$ cat src/rtl/camera_sensor_emulator.sv
// Emulates a parallel-interface image sensor: frame_valid / line_valid / pixel data
// timing with selectable test patterns, looped back into the camera controller.
module camera_sensor_emulator #(
    parameter int DATA_WIDTH  = 12,
    parameter int ACTIVE_COLS = 640,
    parameter int ACTIVE_ROWS = 480,
    parameter int FV_LEAD     = 4,
    parameter int H_BLANK     = 16,
    parameter int FV_TRAIL    = 4,
    parameter int V_BLANK     = 32
) (
    input  logic                  clk,
    input  logic                  reset_n,
    input  logic                  cam_reset_n,
    input  logic                  cam_trigger,
    input  logic                  continuous,
    input  logic [1:0]            pattern,
    output logic [DATA_WIDTH-1:0] data,
    output logic                  frame_valid,
    output logic                  line_valid,
    output logic                  busy,
    output logic [15:0]           frame_count
);

    localparam int COL_W = (ACTIVE_COLS > 1) ? $clog2(ACTIVE_COLS) : 1;
    localparam int ROW_W = (ACTIVE_ROWS > 1) ? $clog2(ACTIVE_ROWS) : 1;
    localparam int MAX_A = (FV_LEAD > H_BLANK) ? FV_LEAD : H_BLANK;
    localparam int MAX_B = (FV_TRAIL > V_BLANK) ? FV_TRAIL : V_BLANK;
    localparam int MAX_C = (MAX_A > MAX_B) ? MAX_A : MAX_B;
    localparam int CNT_W = $clog2(MAX_C + 1);

    typedef enum logic [2:0] {IDLE, LEAD, LINE, HBLANK, TRAIL, VBLANK} state_t;

    state_t                state, state_n;
    logic [CNT_W-1:0]      cnt, cnt_n;
    logic [COL_W-1:0]      col, col_n;
    logic [ROW_W-1:0]      row, row_n;
    logic [DATA_WIDTH-1:0] pix, pix_n;
    logic [1:0]            pat, pat_n;
    logic                  frame_done;
    logic                  start;

    logic [DATA_WIDTH-1:0] data_n;
    logic                  fv_n, lv_n, busy_n;
    logic [31:0]           row_ext, col_ext;

    assign start = cam_trigger | continuous;

    always_ff @(posedge clk or negedge reset_n) begin
        if (!reset_n) begin
            state <= IDLE;
            cnt   <= '0;
            col   <= '0;
            row   <= '0;
            pix   <= '0;
            pat   <= '0;
        end else begin
            state <= state_n;
            cnt   <= cnt_n;
            col   <= col_n;
            row   <= row_n;
            pix   <= pix_n;
            pat   <= pat_n;
        end
    end

    // cnt measures time spent in the timed states; col/row/pix describe the pixel on the bus.
    always_comb begin
        state_n    = state;
        cnt_n      = cnt;
        col_n      = col;
        row_n      = row;
        pix_n      = pix;
        pat_n      = pat;
        frame_done = 1'b0;
        if (!cam_reset_n) begin
            state_n = IDLE;
            cnt_n   = '0;
            col_n   = '0;
            row_n   = '0;
            pix_n   = '0;
            pat_n   = '0;
        end else begin
            case (state)
                IDLE: begin
                    if (start) begin
                        state_n = LEAD;
                        cnt_n   = '0;
                        col_n   = '0;
                        row_n   = '0;
                        pix_n   = '0;
                        pat_n   = pattern;
                    end
                end
                LEAD: begin
                    if (cnt == CNT_W'(FV_LEAD - 1)) begin
                        state_n = LINE;
                        cnt_n   = '0;
                    end else begin
                        cnt_n = cnt + 1'b1;
                    end
                end
                LINE: begin
                    pix_n = pix + 1'b1;
                    if (col == COL_W'(ACTIVE_COLS - 1)) begin
                        col_n = '0;
                        cnt_n = '0;
                        if (row == ROW_W'(ACTIVE_ROWS - 1)) begin
                            state_n = TRAIL;
                        end else begin
                            state_n = HBLANK;
                            row_n   = row + 1'b1;
                        end
                    end else begin
                        col_n = col + 1'b1;
                    end
                end
                HBLANK: begin
                    if (cnt == CNT_W'(H_BLANK - 1)) begin
                        state_n = LINE;
                        cnt_n   = '0;
                    end else begin
                        cnt_n = cnt + 1'b1;
                    end
                end
                TRAIL: begin
                    if (cnt == CNT_W'(FV_TRAIL - 1)) begin
                        state_n    = VBLANK;
                        cnt_n      = '0;
                        frame_done = 1'b1;
                    end else begin
                        cnt_n = cnt + 1'b1;
                    end
                end
                VBLANK: begin
                    if (cnt == CNT_W'(V_BLANK - 1)) begin
                        cnt_n = '0;
                        if (start) begin
                            state_n = LEAD;
                            col_n   = '0;
                            row_n   = '0;
                            pix_n   = '0;
                            pat_n   = pattern;
                        end else begin
                            state_n = IDLE;
                        end
                    end else begin
                        cnt_n = cnt + 1'b1;
                    end
                end
                default: state_n = IDLE;
            endcase
        end
    end

    // Outputs are decoded from the next state so the registered bus lines up with the state.
    always_comb begin
        row_ext = 32'(row_n);
        col_ext = 32'(col_n);
        fv_n    = (state_n == LEAD) || (state_n == LINE) ||
                  (state_n == HBLANK) || (state_n == TRAIL);
        lv_n    = (state_n == LINE);
        busy_n  = (state_n != IDLE);
        data_n  = '0;
        if (lv_n) begin
            case (pat_n)
                2'd0:    data_n = pix_n;
                2'd1:    data_n = DATA_WIDTH'(col_n);
                2'd2:    data_n = DATA_WIDTH'(row_n) + DATA_WIDTH'(col_n);
                default: data_n = (row_ext[3] ^ col_ext[3]) ? '1 : '0;
            endcase
        end
    end

    always_ff @(posedge clk or negedge reset_n) begin
        if (!reset_n) begin
            data        <= '0;
            frame_valid <= 1'b0;
            line_valid  <= 1'b0;
            busy        <= 1'b0;
            frame_count <= '0;
        end else begin
            data        <= data_n;
            frame_valid <= fv_n;
            line_valid  <= lv_n;
            busy        <= busy_n;
            if (!cam_reset_n) begin
                frame_count <= '0;
            end else if (frame_done) begin
                frame_count <= frame_count + 1'b1;
            end
        end
    end

endmodule

$ cat config.mk
export PLATFORM = sky130hd
export DESIGN_NAME = camera_sensor_emulator
export DESIGN_NICKNAME = d
export VERILOG_FILES = /design/src/rtl/camera_sensor_emulator.sv
export SDC_FILE = /design/constraint.sdc
export NUM_CORES = 1
export LEC_CHECK = 0
export CAP_MARGIN = 30
export CORE_MARGIN = 2
export CORE_UTILIZATION = 42
export CTS_CLUSTER_DIAMETER = 60
export DETAILED_ROUTE_END_ITERATION = 6
export HOLD_SLACK_MARGIN = 0.08
export PLACE_DENSITY_LB_ADDON = 0.08
export RECOVER_POWER = 50
export SYNTH_ARGS = -nofsm -noshare
export SYNTH_HDL_FRONTEND = slang
export SYNTH_SLANG_ARGS = --single-unit
$ cat constraint.sdc
create_clock -name clk -period 4.9 [get_ports clk]
set_clock_uncertainty 0.1 [all_clocks]
set_input_delay 0.98 -clock clk [delete_from_list [all_inputs] [get_ports clk]]
set_output_delay 0.98 -clock clk [all_outputs]
set_load 0.01 [all_outputs]
==> results.yml <==
floorplanning:
  die_x_um: 107.7
  die-height_um: 107.7
  fp.coreArea_um2: 10370
  die_area_um2: 11600
  rows: 37
  initial_core_util_pct: 43.56
  boundaryPins: 38
power_and_ir_drop:
  power_mw: 1.195
  p_leak_nw: 2.218
  power_density_nw_per_um2: 230.8
  peakVddDrop_mv: 0.2200
finish:
  stdcell_area_um2: 5177
  fillers: 1036
  area_delta_synth_final_pct: 14.63
  diodes: 0
  nets: 563
  regArea_um2: 1827
  fin_util_pct: 49.93
  final_cells: 681
  layout_common_cells: "73 x dfrtp_1, 56 x nor2_1, 52 x o21ai_0, 39 x a21oi_1, 38 x nand2_1"
  multiInputGateArea_um2: 2504
  final_common_cell: "dfrtp_1"
  drive_gt1_share_pct: 8.440
cts:
  postCtsHoldBufs: 0
  cts_setup_buffers: 0
  clock-sinks: 73
  h-tree-depth: 3
  clk_latency_ns: 0.36
  clk_root_buffer_cell: "clkbuf_8"
  cts_resized: 0
  cts_tree: "yes"
  numCtsBuffers: 9
  clockBufferDepth: 2
  clk_pin_slew_ns: 0.08
timing:
  fin_crit_sh_pct: 88.43
  setup_violations: 0
  hold_slack_ns: 0.4178
  grt_setup_unrepaired: "no"
  slew_headroom_pct: -36.42
  period_needed_ns: 4.333
  finalHoldViolations: 0
  slew_violations: 76
  fmax_mhz: 230.8
  worst_slew_pin_slew_ns: 2.046
  fin_setup_tns_ns: 0
  layout_setup_ws_ns: 0.5667
global_route:
  grt_pass1_wl_um: 19300
  grt_max_degree: 74
  grt-busiest-layer: "met2"
  grt_overflow: 0
  grt_pass1_vias: 3744
  grtUsageMet1_pct: 28.36
  grt_use_total_pct: 21.39
  antenna_found_initial: 0
  grt_use_met2_pct: 34.50
  use_met3_pct: 5.145
synth:
  synth_cell_types: 79
  synth-seq-cells: 73
  yosys_warnings: 0
  postSynthCellCount: 507
  syn_area_per_cell_um2: 8.909
  async_reset_ff_share_pct: 100.0
  synth_ff_type: "dfrtp_1"
  synth-edff-count: 0
  synth_area_um2: 4517
  synthesis.nets: 529
  synth-seq-area-share_pct: 40.44
place:
  placed_cell_area_um2: 4982
  gp_congestion: 0.8997
  port_buffers: 37
  dp_slack_ns: 0.2831
  dp.cells: 665
  hpwl_um: 8346
job:
  maxCapViolations: 2
setup_path:
  cp_slowest_cell: "dlygate4sd3_1"
  crit_fanout: 12
  start_kind: "input pin"
  end_kind: "flop"
  slowest_delay_ns: 0.53
  cp.arrival_ns: 4.48
  crit_chain: "dlygate4sd3_1, or2_2, a32o_1, o21ai_0, mux2i_1, nor2_1, ha_1, fa_1, a211oi_1, nor2_1, o21ai_0, nand2b_1, xnor2_1, nor2_1, o31a_1"
  cpMostUsedCell: "nor2_1"
  critical_path_class: "input pin to flop"
  cp.required_ns: 5.05
drt:
  vias: 3955
  drcViolationCount: 0
  drt_wl_total_um: 11830
  drt-pass1-iter-count: 4
  vias_per_cell: 5.808
  drtIter0Drc: 266
  ant_nets: 0
  wire_per_inst_um: 17.37
run_status:
  violations: "capacitance limit, slew limit"
  status: "finished, violations left"
worst_hold_path:
  min_path_type: "flop to flop"
==> synth_stat cells, types with 3 or more instances <==
master | n | area, um^2
and3_1 | 11 | 68.82
o21a_1 | 3 | 22.52
a21o_1 | 5 | 37.54
a22oi_1 | 4 | 30.03
nand3b_1 | 3 | 22.52
ha_1 | 14 | 175.2
dfrtp_1 | 73 | 1827
a31oi_1 | 9 | 56.30
buf_4 | 4 | 30.03
o31ai_1 | 4 | 30.03
and4_1 | 4 | 35.03
nor2b_1 | 4 | 25.02
xnor2_1 | 5 | 43.79
nand3_1 | 15 | 75.07
or3_1 | 10 | 62.56
nand2_1 | 38 | 142.6
nor2_1 | 56 | 210.2
o21ai_1 | 4 | 20.02
xor2_1 | 12 | 105.1
a211oi_1 | 5 | 37.54
clkbuf_1 | 10 | 37.54
a21oi_1 | 39 | 195.2
mux2i_1 | 3 | 30.03
o31a_1 | 5 | 43.79
o21ai_0 | 52 | 260.3
a32o_1 | 3 | 30.03
inv_1 | 12 | 45.04
or2_2 | 4 | 25.02
buf_2 | 5 | 25.02
nand2b_1 | 6 | 37.54
nand4_1 | 9 | 56.30
and2_1 | 6 | 37.54
nor3_1 | 12 | 60.06
==> final timing paths <==
path,startpoint,end,slack [ns],cells past startpoint
max,continuous,data[6],0.57,15
min,cnt[1],cnt[1],0.42,2
max reg2reg,state[0],data[6],0.63,15
min reg2reg,cnt[1],cnt[1],0.42,2
max in group asynchronous,reset_n,row[8],1.05,2
min in group asynchronous,reset_n,cnt[5],0.89,1
==> critical path: cells and delay by family <==
family                     cells  cell delay [ns]
and+or+nand+nor                5             0.47
muxes                          1             0.20
AOI/OAI and AO/OA              5             1.48
adders and majority gates      2             0.67
buffers and inverters          1             0.53
xor gates and xnor gates       1             0.15
==> kinds of logic after synthesis <==
kind of cell               count (synthesis)  synth area share [%]
AOI/OAI and AO/OA                        161                 22.96
xor gates and xnor gates                  17                 3.296
adders and majority gates                 15                 4.321
buffers and inverters                     36                 4.016
DFF                                       73                 40.44
muxes                                      3                0.6648
and+or+nand+nor                          202                 24.29
==> power by group <==
| part | switching [mW] | internal [mW] |
|---|---|---|
| sequential | 0.00587 | 0.607 |
| combinational | 0.0702 | 0.0294 |
| clock | 0.224 | 0.259 |
| total | 0.300 | 0.895 |
==> area by class of cell <==
cell class	count	area share (%)
Multi-Input combinational cell	398	48.36
Sequential cell	73	35.28
Clock buffer	12	2.997
Clock inverter	3	0.7733
Timing Repair Buffer	46	8.362
Tap cell	136	3.287
Inverter	13	0.9425
==> routing by layer <==
layer,up-vias,wire [um]
met5,-,0
met4,0,290
met3,18,485
met2,86,5534
met1,1910,5522
li1,1941,-
==> flip-flops by register name (all words and copies together), names as in the netlist <==
signal	count
frame_count	16
data	12
pix	12
col	10
row	9
cnt	6
state	3
pat	2
busy	1
frame_valid	1
line_valid	1
Note: power is estimated with default switching activity, not from simulation.
